File: src/rtl/decode_stage_if.sv
// Handshake and bundle bus between fetch, writeback and execute around decode_stage.
// The stage uses the slave view; the environment or neighbouring stages use the master view.
interface decode_stage_if #(
    parameter int BUS_DATA_WIDTH = 64,
    parameter int BUS_INST_WIDTH = 32,
    parameter int REG_WIDTH      = 32
);
    logic                      in_valid;
    logic                      in_ready;
    logic [BUS_INST_WIDTH-1:0] in_inst;
    logic [BUS_DATA_WIDTH-1:0] in_pc;
    logic                      wb_en;
    logic [4:0]                wb_rd;
    logic [REG_WIDTH-1:0]      wb_data;
    logic                      out_valid;
    logic                      out_ready;
    logic [BUS_DATA_WIDTH-1:0] out_pc;
    logic [REG_WIDTH-1:0]      out_valA;
    logic [REG_WIDTH-1:0]      out_valB;
    logic [REG_WIDTH-1:0]      out_simm;
    logic [1:0]                out_op;
    logic [2:0]                out_op2;
    logic [5:0]                out_op3;
    logic [3:0]                out_cond;
    logic                      out_a;
    logic                      out_i;
    logic [4:0]                out_rd;
    logic [21:0]               out_disp22;
    logic [29:0]               out_disp30;
    logic                      out_wr;
    logic [4:0]                out_dest;
    logic                      hazard;

    modport master (
        output in_valid, in_inst, in_pc, wb_en, wb_rd, wb_data, out_ready,
        input  in_ready, out_valid, out_pc, out_valA, out_valB, out_simm,
               out_op, out_op2, out_op3, out_cond, out_a, out_i, out_rd,
               out_disp22, out_disp30, out_wr, out_dest, hazard
    );

    modport slave (
        input  in_valid, in_inst, in_pc, wb_en, wb_rd, wb_data, out_ready,
        output in_ready, out_valid, out_pc, out_valA, out_valB, out_simm,
               out_op, out_op2, out_op3, out_cond, out_a, out_i, out_rd,
               out_disp22, out_disp30, out_wr, out_dest, hazard
    );
endinterface

File: src/rtl/decode_stage.sv
// SPARC decode stage: register file read, scoreboard hazard check, registered field-split bundle.
// Optional DECODE_BYPASS_EN forwards the same-cycle writeback into operands and hazard checks.
module decode_stage #(
    parameter int BUS_DATA_WIDTH = 64,
    parameter int BUS_INST_WIDTH = 32,
    parameter int REG_WIDTH      = 32,
    parameter int NUM_REGS       = 32
) (
    input  logic         clk,
    input  logic         reset,
    decode_stage_if.slave bus
);

    logic [31:0]          inst_s;
    logic [1:0]           op_s;
    logic [2:0]           op2_s;
    logic [5:0]           op3_s;
    logic                 i_s;
    logic [4:0]           rd_s;
    logic [4:0]           rs1_s;
    logic [4:0]           rs2_s;
    logic [4:0]           rb_idx_s;
    logic                 use_rs1_s;
    logic                 use_rs2_s;
    logic                 use_rd_src_s;
    logic                 has_dest_s;
    logic [4:0]           dest_s;
    logic                 wr_s;
    logic [REG_WIDTH-1:0] val_a_s;
    logic [REG_WIDTH-1:0] val_b_s;
    logic [REG_WIDTH-1:0] simm_s;
    logic [NUM_REGS-1:0]  wb_mask_s;
    logic [NUM_REGS-1:0]  set_mask_s;
    logic [NUM_REGS-1:0]  sb_eff_s;
    logic [NUM_REGS-1:0]  sb_next_s;
    logic                 hazard_raw_s;
    logic                 in_ready_s;
    logic                 accept_s;

    logic [REG_WIDTH-1:0]      rf_r [NUM_REGS];
    logic [NUM_REGS-1:0]       sb_r;
    logic                      valid_r;
    logic [BUS_DATA_WIDTH-1:0] pc_r;
    logic [REG_WIDTH-1:0]      val_a_r;
    logic [REG_WIDTH-1:0]      val_b_r;
    logic [REG_WIDTH-1:0]      simm_r;
    logic [1:0]                op_r;
    logic [2:0]                op2_r;
    logic [5:0]                op3_r;
    logic [3:0]                cond_r;
    logic                      a_r;
    logic                      i_r;
    logic [4:0]                rd_r;
    logic [21:0]               disp22_r;
    logic [29:0]               disp30_r;
    logic                      wr_r;
    logic [4:0]                dest_r;

    assign inst_s = bus.in_inst[31:0];
    assign op_s   = inst_s[31:30];
    assign op2_s  = inst_s[24:22];
    assign op3_s  = inst_s[24:19];
    assign i_s    = inst_s[13];
    assign rd_s   = inst_s[29:25];
    assign rs1_s  = inst_s[18:14];
    assign rs2_s  = inst_s[4:0];
    assign simm_s = {{(REG_WIDTH-13){inst_s[12]}}, inst_s[12:0]};

    assign use_rs1_s    = op_s[1];
    assign use_rs2_s    = op_s[1] && !i_s;
    assign use_rd_src_s = (op_s == 2'b11) && op3_s[2];
    // Immediate-form stores return the stored register on the B operand path
    assign rb_idx_s     = (use_rd_src_s && i_s) ? rd_s : rs2_s;

    // Destination register selection by instruction format
    always_comb begin
        has_dest_s = 1'b0;
        dest_s     = 5'd0;
        case (op_s)
            2'b00: begin
                if (op2_s == 3'b100) begin
                    has_dest_s = 1'b1;
                    dest_s     = rd_s;
                end else begin
                    has_dest_s = 1'b0;
                end
            end
            2'b01: begin
                has_dest_s = 1'b1;
                dest_s     = 5'd15;
            end
            2'b10: begin
                has_dest_s = 1'b1;
                dest_s     = rd_s;
            end
            2'b11: begin
                if (!op3_s[2]) begin
                    has_dest_s = 1'b1;
                    dest_s     = rd_s;
                end else begin
                    has_dest_s = 1'b0;
                end
            end
            default: begin
                has_dest_s = 1'b0;
                dest_s     = 5'd0;
            end
        endcase
    end

    assign wr_s = has_dest_s && (dest_s != 5'd0);

    // Writeback and accept masks feeding the scoreboard
    always_comb begin
        wb_mask_s  = '0;
        set_mask_s = '0;
        if (bus.wb_en) begin
            wb_mask_s[bus.wb_rd] = 1'b1;
        end else begin
            wb_mask_s = '0;
        end
        if (accept_s && wr_s) begin
            set_mask_s[dest_s] = 1'b1;
        end else begin
            set_mask_s = '0;
        end
    end

`ifdef DECODE_BYPASS_EN
    assign sb_eff_s = sb_r & ~wb_mask_s;
`else
    assign sb_eff_s = sb_r;
`endif

    // A set on accept overrides a same-cycle clear on the same register
    assign sb_next_s = (sb_r & ~wb_mask_s) | set_mask_s;

    assign hazard_raw_s = (use_rs1_s    && sb_eff_s[rs1_s]) ||
                          (use_rs2_s    && sb_eff_s[rs2_s]) ||
                          (use_rd_src_s && sb_eff_s[rd_s])  ||
                          (wr_s         && sb_eff_s[dest_s]);

    assign in_ready_s = !reset && !hazard_raw_s && (!valid_r || bus.out_ready);
    assign accept_s   = bus.in_valid && in_ready_s;

    // Operand read; r0 is hardwired to zero
    always_comb begin
        val_a_s = (rs1_s == 5'd0) ? '0 : rf_r[rs1_s];
        val_b_s = (rb_idx_s == 5'd0) ? '0 : rf_r[rb_idx_s];
`ifdef DECODE_BYPASS_EN
        if (bus.wb_en && (bus.wb_rd == rs1_s) && (rs1_s != 5'd0)) begin
            val_a_s = bus.wb_data;
        end else begin
            val_a_s = val_a_s;
        end
        if (bus.wb_en && (bus.wb_rd == rb_idx_s) && (rb_idx_s != 5'd0)) begin
            val_b_s = bus.wb_data;
        end else begin
            val_b_s = val_b_s;
        end
`endif
    end

    // Register file write port
    always_ff @(posedge clk) begin
        if (reset) begin
            for (int k = 0; k < NUM_REGS; k++) begin
                rf_r[k] <= '0;
            end
        end else if (bus.wb_en && (bus.wb_rd != 5'd0)) begin
            rf_r[bus.wb_rd] <= bus.wb_data;
        end
    end

    // Scoreboard of in-flight register writes
    always_ff @(posedge clk) begin
        if (reset) begin
            sb_r <= '0;
        end else begin
            sb_r <= sb_next_s;
        end
    end

    // Output bundle register; fields only change on accept
    always_ff @(posedge clk) begin
        if (reset) begin
            valid_r  <= 1'b0;
            pc_r     <= '0;
            val_a_r  <= '0;
            val_b_r  <= '0;
            simm_r   <= '0;
            op_r     <= 2'd0;
            op2_r    <= 3'd0;
            op3_r    <= 6'd0;
            cond_r   <= 4'd0;
            a_r      <= 1'b0;
            i_r      <= 1'b0;
            rd_r     <= 5'd0;
            disp22_r <= 22'd0;
            disp30_r <= 30'd0;
            wr_r     <= 1'b0;
            dest_r   <= 5'd0;
        end else if (accept_s) begin
            valid_r  <= 1'b1;
            pc_r     <= bus.in_pc;
            val_a_r  <= val_a_s;
            val_b_r  <= val_b_s;
            simm_r   <= simm_s;
            op_r     <= op_s;
            op2_r    <= op2_s;
            op3_r    <= op3_s;
            cond_r   <= inst_s[28:25];
            a_r      <= inst_s[29];
            i_r      <= i_s;
            rd_r     <= rd_s;
            disp22_r <= inst_s[21:0];
            disp30_r <= inst_s[29:0];
            wr_r     <= wr_s;
            dest_r   <= dest_s;
        end else if (valid_r && bus.out_ready) begin
            valid_r  <= 1'b0;
        end
    end

    assign bus.in_ready   = in_ready_s;
    assign bus.hazard     = bus.in_valid && hazard_raw_s;
    assign bus.out_valid  = valid_r;
    assign bus.out_pc     = pc_r;
    assign bus.out_valA   = val_a_r;
    assign bus.out_valB   = val_b_r;
    assign bus.out_simm   = simm_r;
    assign bus.out_op     = op_r;
    assign bus.out_op2    = op2_r;
    assign bus.out_op3    = op3_r;
    assign bus.out_cond   = cond_r;
    assign bus.out_a      = a_r;
    assign bus.out_i      = i_r;
    assign bus.out_rd     = rd_r;
    assign bus.out_disp22 = disp22_r;
    assign bus.out_disp30 = disp30_r;
    assign bus.out_wr     = wr_r;
    assign bus.out_dest   = dest_r;

endmodule

File: src/flat_wrapper.sv
// flat-port wrapper written by rule: the top's interface ports become plain ports
module decode_stage_flat 
#(
    parameter int BUS_DATA_WIDTH = 64,
    parameter int BUS_INST_WIDTH = 32,
    parameter int REG_WIDTH      = 32,
    parameter int NUM_REGS       = 32
)
  (clk, reset, bus_in_valid, bus_in_inst, bus_in_pc, bus_wb_en, bus_wb_rd, bus_wb_data, bus_out_ready, bus_in_ready, bus_out_valid, bus_out_pc, bus_out_valA, bus_out_valB, bus_out_simm, bus_out_op, bus_out_op2, bus_out_op3, bus_out_cond, bus_out_a, bus_out_i, bus_out_rd, bus_out_disp22, bus_out_disp30, bus_out_wr, bus_out_dest, bus_hazard);
  decode_stage_if #(.BUS_DATA_WIDTH(BUS_DATA_WIDTH), .BUS_INST_WIDTH(BUS_INST_WIDTH), .REG_WIDTH(REG_WIDTH)) bus_i ();
  input  logic clk;
  input  logic reset;
  input wire logic [$bits(bus_i.in_valid)-1:0] bus_in_valid;
  input wire logic [$bits(bus_i.in_inst)-1:0] bus_in_inst;
  input wire logic [$bits(bus_i.in_pc)-1:0] bus_in_pc;
  input wire logic [$bits(bus_i.wb_en)-1:0] bus_wb_en;
  input wire logic [$bits(bus_i.wb_rd)-1:0] bus_wb_rd;
  input wire logic [$bits(bus_i.wb_data)-1:0] bus_wb_data;
  input wire logic [$bits(bus_i.out_ready)-1:0] bus_out_ready;
  output wire logic [$bits(bus_i.in_ready)-1:0] bus_in_ready;
  output wire logic [$bits(bus_i.out_valid)-1:0] bus_out_valid;
  output wire logic [$bits(bus_i.out_pc)-1:0] bus_out_pc;
  output wire logic [$bits(bus_i.out_valA)-1:0] bus_out_valA;
  output wire logic [$bits(bus_i.out_valB)-1:0] bus_out_valB;
  output wire logic [$bits(bus_i.out_simm)-1:0] bus_out_simm;
  output wire logic [$bits(bus_i.out_op)-1:0] bus_out_op;
  output wire logic [$bits(bus_i.out_op2)-1:0] bus_out_op2;
  output wire logic [$bits(bus_i.out_op3)-1:0] bus_out_op3;
  output wire logic [$bits(bus_i.out_cond)-1:0] bus_out_cond;
  output wire logic [$bits(bus_i.out_a)-1:0] bus_out_a;
  output wire logic [$bits(bus_i.out_i)-1:0] bus_out_i;
  output wire logic [$bits(bus_i.out_rd)-1:0] bus_out_rd;
  output wire logic [$bits(bus_i.out_disp22)-1:0] bus_out_disp22;
  output wire logic [$bits(bus_i.out_disp30)-1:0] bus_out_disp30;
  output wire logic [$bits(bus_i.out_wr)-1:0] bus_out_wr;
  output wire logic [$bits(bus_i.out_dest)-1:0] bus_out_dest;
  output wire logic [$bits(bus_i.hazard)-1:0] bus_hazard;
  assign bus_i.in_valid = bus_in_valid;
  assign bus_i.in_inst = bus_in_inst;
  assign bus_i.in_pc = bus_in_pc;
  assign bus_i.wb_en = bus_wb_en;
  assign bus_i.wb_rd = bus_wb_rd;
  assign bus_i.wb_data = bus_wb_data;
  assign bus_i.out_ready = bus_out_ready;
  assign bus_in_ready = bus_i.in_ready;
  assign bus_out_valid = bus_i.out_valid;
  assign bus_out_pc = bus_i.out_pc;
  assign bus_out_valA = bus_i.out_valA;
  assign bus_out_valB = bus_i.out_valB;
  assign bus_out_simm = bus_i.out_simm;
  assign bus_out_op = bus_i.out_op;
  assign bus_out_op2 = bus_i.out_op2;
  assign bus_out_op3 = bus_i.out_op3;
  assign bus_out_cond = bus_i.out_cond;
  assign bus_out_a = bus_i.out_a;
  assign bus_out_i = bus_i.out_i;
  assign bus_out_rd = bus_i.out_rd;
  assign bus_out_disp22 = bus_i.out_disp22;
  assign bus_out_disp30 = bus_i.out_disp30;
  assign bus_out_wr = bus_i.out_wr;
  assign bus_out_dest = bus_i.out_dest;
  assign bus_hazard = bus_i.hazard;
  decode_stage #(.BUS_DATA_WIDTH(BUS_DATA_WIDTH), .BUS_INST_WIDTH(BUS_INST_WIDTH), .REG_WIDTH(REG_WIDTH), .NUM_REGS(NUM_REGS)) u_core (.clk(clk), .reset(reset), .bus(bus_i));
endmodule
File: config.mk
export PLATFORM = sky130hd
export DESIGN_NAME = decode_stage_flat
export DESIGN_NICKNAME = d
export VERILOG_FILES = /design/src/rtl/decode_stage_if.sv /design/src/rtl/decode_stage.sv /design/src/flat_wrapper.sv
export SDC_FILE = /design/constraint.sdc
export NUM_CORES = 2
export LEC_CHECK = 0
export BUFFER_PORTS_ARGS = -buffer_cell sky130_fd_sc_hd__buf_2
export CORE_UTILIZATION = 55
export DETAILED_ROUTE_END_ITERATION = 8
export PLACE_DENSITY = 0.73
export SETUP_SLACK_MARGIN = 0.02
export SLEW_MARGIN = 20
export SYNTH_ARGS = -nofsm -noshare
export SYNTH_HDL_FRONTEND = slang
export SYNTH_SLANG_ARGS = --single-unit
File: constraint.sdc
create_clock -name clk -period 10.8 [get_ports clk]
set_input_delay 1.08 -clock clk [delete_from_list [all_inputs] [get_ports clk]]
set_output_delay 1.08 -clock clk [all_outputs]
set_load 0.01 [all_outputs]
## Word level (Yosys, flattened, before mapping)

Memories as Yosys holds them, arrays and structs flattened.
Index checks and enable logic that the tools add are counted.

- Magnitude comparators: 7
- Equal/unequal tests: 4
- Muxes and demuxes: 33
- Bitwise logic cells: 3
- Reduce and logical (&&, ||, !) cells: 33

Operators by type and width:

| operator | count |
|---|---|
| 2-to-1 mux 32 bit | 5 |
| bitwise AND 32 bit | 1 |
| inverter 32 bit | 1 |
| OR 32 bit | 1 |
| OR reduction 32 bit | 1 |
| < comparator 5 x 6 -> 1 bit, second input constant | 5 |
| binary-select mux 1 bit (select 5 bit) | 4 |
| 2-to-1 mux 5 bit | 4 |
| case mux 5 bit (4 select lines) | 1 |
| logical AND 1 bit | 17 |
| 2-to-1 mux 1 bit | 16 |
| demux 1 bit (select 5 bit) | 2 |
| greater-or-equal comparator 5 x 1 -> 1 bit, second input constant | 2 |
| logical NOT 5 bit | 2 |
| nonzero test 5 bit | 2 |
| == test 2 bit, second input constant | 2 |
| logical NOT 1 bit | 4 |
| logical OR 1 bit | 4 |
| == test 3 bit, second input constant | 1 |
| case mux 1 bit (3 select lines) | 1 |
| == test 2 x 1 -> 1 bit, second input constant | 1 |
| logical NOT 2 bit | 1 |
| nonzero test 2 bit | 1 |
| OR reduction 2 bit | 1 |

- Bits in registers: 254
- Bits in writable memories: 1024
- Output and inout port bits: 243
- Word-level logic and storage cells: 98
- Memories kept: 1

Memories:

| memory | words | width | read ports | clocked after Yosys merged registers in | write ports | RTL line | RTL |
|---|---|---|---|---|---|---|---|
| u_core.rf_r | 32 | 32 | 2 | 0 | 32 | decode_stage.sv:40 | `logic [REG_WIDTH-1:0] rf_r [NUM_REGS];` |

## Logic depth before layout (Yosys ltp)

- Depth after elaboration: 14
- Mapped depth: 15
- Mapped depth without buffers: 10

## Worst setup path after synthesis

OpenSTA, ideal clock, no wires.

- Path kind: input-to-output
- Start: input port bus_in_inst[25]
- End: output port bus_hazard
- Arrival: 3573 ps
- Data required time: 9720 ps
- Slack: 6147 ps
- Stages: 11
- Path through: buf_2 buf_2 nor2_1 a211oi_1 or3_1 o221ai_1 a32o_1 nor4_2 clkbuf_1 nor2_1 nor2b_1

- Word-level cells in the longest chain between the ends: 7

RTL lines:

| item | RTL line | RTL |
|---|---|---|
| from (decl) | flat_wrapper.sv:14 | `input wire logic [$bits(bus_i.in_inst)-1:0] bus_in_inst;` |
| 2-to-1 mux 5 bit (on tied branches) | decode_stage.sv:97, decode_stage.sv:81 |  |
| case mux 5 bit (4 select lines) | decode_stage.sv:79 | `case (op_s)` |
| binary-select mux 1 bit (select 5 bit) / nonzero test 5 bit (equally long branches) | decode_stage.sv:141, decode_stage.sv:111 |  |
| 2-to-1 mux 1 bit (not written as such) / logical AND 1 bit (equally long branches) | decode_stage.sv:141, decode_stage.sv:111 |  |
| logical AND 1 bit | decode_stage.sv:141 | `(wr_s && sb_eff_s[dest_s]);` |
| logical OR 1 bit * | decode_stage.sv:140 | `(use_rd_src_s && sb_eff_s[rd_s]) \|\|` |
| logical AND 1 bit * | decode_stage.sv:226 | `assign bus.hazard = bus.in_valid && hazard_raw_s;` |
| to (decl) | flat_wrapper.sv:37 | `output wire logic [$bits(bus_i.hazard)-1:0] bus_hazard;` |

Every way passes the cells marked *; elsewhere a longest branch is shown, timed or not. The select of a mux whose other input is x is not followed.

## Final worst setup path

- Start: input port bus_in_inst[15]
- End: register u_core.val_b_r[23] (netlist: u_core.bus.out_valB[23])

- Word-level cells in the longest chain between the ends: 10

RTL lines:

| item | RTL line | RTL |
|---|---|---|
| binary-select mux 1 bit (select 5 bit) | decode_stage.sv:138 | `assign hazard_raw_s = (use_rs1_s && sb_eff_s[rs1_s]) \|\|` |
| 2-to-1 mux 1 bit (not written as such) | decode_stage.sv:138 |  |
| logical AND 1 bit | decode_stage.sv:138 |  |
| logical OR 1 bit | decode_stage.sv:138 |  |
| logical OR 1 bit | decode_stage.sv:139 | `(use_rs2_s && sb_eff_s[rs2_s]) \|\|` |
| logical OR 1 bit | decode_stage.sv:140 |  |
| logical NOT 1 bit | decode_stage.sv:143 | `assign in_ready_s = !reset && !hazard_raw_s && (!valid_r \|\| bus.out_ready);` |
| logical AND 1 bit (2 in series) | decode_stage.sv:143 |  |
| logical AND 1 bit | decode_stage.sv:144 | `assign accept_s = bus.in_valid && in_ready_s;` |
| to (signal assigned) | decode_stage.sv:207 | `val_b_r <= val_b_s;` |
| to (decl) | decode_stage.sv:45 | `logic [REG_WIDTH-1:0] val_b_r;` |

Every way passes these cells. The select of a mux whose other input is x is not followed.
A chain may end at the register's enable or synchronous reset.

==> results by group <==
Routing
  – Drt pass-1 iters: 9
  – Via Count: 51400
  – DR iter-0 viols: 8917
  – WL final: 236000 µm
  – DRC: 0
  – ANT nets after route: 0
  – Routed vias/inst: between 6 and 7
  – Post-DR wirelength/cell: a little over 30 µm

Placed design
  – Port Buf Inserts: 380
  – Detail Placement HPWL: approximately 140000 µm
  – Routability congestion estimate: around 0.94

GRT
  – Total gr overflow: 0
  – Antenna violations before repair: 25
  – Vias in the first global route: 48800
  – Largest net degree at the start of global routing: 204
  – Gr usage total: approximately two fifths
  – First-pass GRT wire length: approximately 340000 µm

Clock tree
  – CTS tree: yes
  – Clk sinks: between 1000 and 1500
  – Postcts setup bufs: 0
  – Deepest clock path buffer count: 3
  – Post-cts repair resize count: 0
  – Worst skew pair latency: about 760 ps
  – Root Driver: clkbuf_16
  – H-tree depth: 4
  – Clock transition at the registers of the reported paths: 60 ps
  – CTS Hold Bufs: 0
  – Inserted Clock Buffers: roughly 140

Finish
  – Layout cells sized above 1: about a fifth
  – Post-route core utilization: just over 60%
  – Final nets: ~6200
  – Area Overhead vs Synth: 11.2%

Worst setup path
  – Element type at the critical path start: input port
  – Critical path class: in2reg
  – Buf+Inv Stages, Crit Path: 4
  – R2r setup slk: about 6300 ps
  – Crit path largest cell delay: ~770 ps
  – WP data arrival: between 6000 and 7000 ps
  – Crit-path cells: buf_8 -> buf_4 -> or3b_2 -> o221a_2 -> a311oi_1 -> o21ai_1 -> or3b_1 -> or2_4 -> or2_4 -> buf_4 -> buf_4 -> o21ai_0
  – CP max stage cell: buf_4
  – Critical Path RT: around 11000 ps
  – Most frequent CP cell: buf_4
  – Worst r2r src: u_core.sb_eff_s[17]$_SDFF_PP0_
  – CP Max Fanout: 59
  – R2R Path End: u_core.bus.out_valB[23]$_SDFFE_PP0P_
  – Delay-heaviest family, CP: buffers and inverters
  – CP endpoint kind: flop
  – R2R cell count: 10

STA
  – RSZ-0062 raised after global routing: false
  – Worst hold slack: roughly 460 ps
  – Max Freq: about 160 MHz
  – Clk_skew: 29.9 ps
  – Slew @ Worst Pin: ~1200 ps
  – Fin Setup TNS: 0 ps
  – Final Hold Fails: 0
  – Tcrit/Tclk final: 57.1%
  – Slew margin rel.: ~16%
  – Final setup vio count: 0
  – Min Tclk post-route: between 6000 and 7000 ps
  – Slew Limit Fails: 0

Synthesis
  – Most common flop cell mapped by yosys: edfxtp_1
  – Post-synthesis xor/xnor area fraction: 0%
  – Count leader, synth: edfxtp_1
  – Synth warn: 0
  – Leading area contributor after synthesis: edfxtp_1
  – Multiplexer area fraction after synthesis: 13.2%
  – Avg Inst Size Synth: 10.9 µm²
  – Post-synthesis simple-gate area fraction: 22.3%
  – Largest family of logic cells by synthesized area: simple AND/OR/NAND/NOR gates
  – Post-synth EDFFs: between 1000 and 1500
  – Ys async rst share: 0%
  – Post-Synth Adder-Cell Area: 0.0576%
  – Synthesized area: 0.0652 mm²
  – Post-synthesis sequential area ratio: a little over half
  – Synth top cells by count: edfxtp_1 (1024), and2_1 (996), nand2_1 (963)
  – Compound-gate portion of the synthesized area: roughly 6.7%
  – Cells after Synth: 5964
  – Post-synth top area share: 47.2%
  – Area contributors post-synth: edfxtp_1 (47%), and2_1 (9.6%), mux4_2 (9.0%)
  – Synth unique cells: 70
  – Seq cells post-synth: 1223

Floorplan
  – Die ar.: about 0.12 mm²
  – Row Count: ~130
  – Die H: between 300 and 400 µm
  – Core area: about 0.12 mm²
  – I/O pin total: roughly 380
  – Die Wd: 346 µm
  – Initial Util: between 50 and 60%

Hold path
  – Hold Startpoint: u_core.bus.out_dest[2]$_SDFFE_PP0P_
  – Min-Delay Path Depth: 2
  – Worst min path class: reg2reg
  – Worst hold endpoint: u_core.bus.out_dest[2]$_SDFFE_PP0P_

Power
  – P_leak: roughly 0.027 µW
  – Max rail drop VDD: between 0.15 and 0.2 mV
  – Pwr/cell area: 161 mW/mm²

Job
  – Max_cap viols: 0

Run status
  – Status: finished, final reports clean
worst max path at each step:
| stage | start | end | slack, ps | cells past startpoint |
|---|---|---|---|---|
| finish | bus_in_inst[15] | u_core.bus.out_valB[23]$_SDFFE_PP0P_ | 4630 | 12 |
| global route | bus_in_inst[15] | u_core.bus.out_valB[23]$_SDFFE_PP0P_ | 4510 | 12 |
| CTS | bus_in_inst[15] | u_core.bus.out_valB[23]$_SDFFE_PP0P_ | 4900 | 12 |
| detailed placement | bus_in_inst[15] | u_core.bus.out_valB[23]$_SDFFE_PP0P_ | 4140 | 12 |
| global placement | bus_in_inst[15] | u_core.bus.out_valA[26]$_SDFFE_PP0P_ | 4190 | 12 |
| floorplan | bus_in_inst[25] | bus_hazard | 6150 | 11 |
power by group:
part           switching (µW)  leakage (µW)  internal, µW
clock                    1930       0.00214          2650
sequential                167        0.0114          5390
combinational            1030        0.0137           520
total                    3130        0.0272          8560
per-stage QoR:
step | std cells | power [µW] | setup slack, ps | instance area (µm²)
finish | 7654 | 11700 | 4630 | 72500
detailed placement | 7398 | 7140 | 4140 | 68100
CTS | 7646 | 11600 | 4900 | 72400
floorplan | 5995 | 6530 | 6150 | 65300
global placement | 7398 | 7100 | 4190 | 68100
global route | 7653 | 12000 | 4510 | 72500
final cells by class:
type,instances,area [µm²]
Fill cell,9094,44400
Tap cell,1524,1910
Clock buffer,192,3920
Multi-Input combinational cell,4111,28300
Sequential cell,1223,34700
Clock inverter,56,440
Inverter,16,62.6
Timing Repair Buffer,524,3050
Antenna cell,8,20.0
state kept, by name, summed over array words and instances, names as in the netlist, 2 cells and up:
name,flops
u_core.bus.out_dest,5
u_core.bus.out_disp30,29
u_core.bus.out_op,2
u_core.bus.out_pc,64
u_core.bus.out_valA,32
u_core.bus.out_valB,32
u_core.rf_r,1024
u_core.sb_eff_s,32
cell families (layout without fill, tap and decap cells):
| logic type | count (synthesis) | in the layout |
|---|---|---|
| fa+ha+maj | 3 | 3 |
| flops | 1223 | 1223 |
| buf+inv | 661 | 788 |
| other cells | 1 | 40 |
| compound gates | 696 | 696 |
| simple gates | 2866 | 2866 |
| mux | 514 | 514 |
routing by layer:
metal  vias up  wire length [µm]  global-route usage [%]
li1      21300                 -                       -
met1     24600             79700                    48.8
met2      4489            102000                    57.3
met3       997             34900                    10.7
met4        12             19600                    28.2
met5         -                80                       0
worst register-to-register path: stages, from the launching register on:
cell       delay [ps]
dfxtp_1           510
mux4_2            290
mux4_2            230
nor2_1             40
a2111oi_0         380
or3b_1            220
or2_4             400
or2_4             720
buf_4             600
buf_4             720
o21ai_0           270
placed cells by master, fill, tap and decap left out, types with 14 or more instances in the layout:
master     count
o22ai_1       53
mux2i_1      119
nand3_1      459
conb_1        32
buf_2        375
a21oi_1      216
nor2b_1      152
clkbuf_16    143
nor2_2        37
edfxtp_1    1024
clkinv_2      19
a31oi_1       60
o41ai_2       20
nand2_1      962
inv_1         15
o211ai_1      37
clkbuf_8      16
nor2_1       131
clkbuf_1      32
and2_1       996
nor4_1        41
o221ai_1      21
o21ai_4       32
o21ai_0      130
a211oi_1      18
dfxtp_1      199
nor3_1        20
mux2_2        45
a221oi_1      20
mux2_1        81
clkinv_1      20
buf_4        143
o31ai_1       19
o21ai_1       14
mux4_2       262
Power figures use the tool's default switching activity.
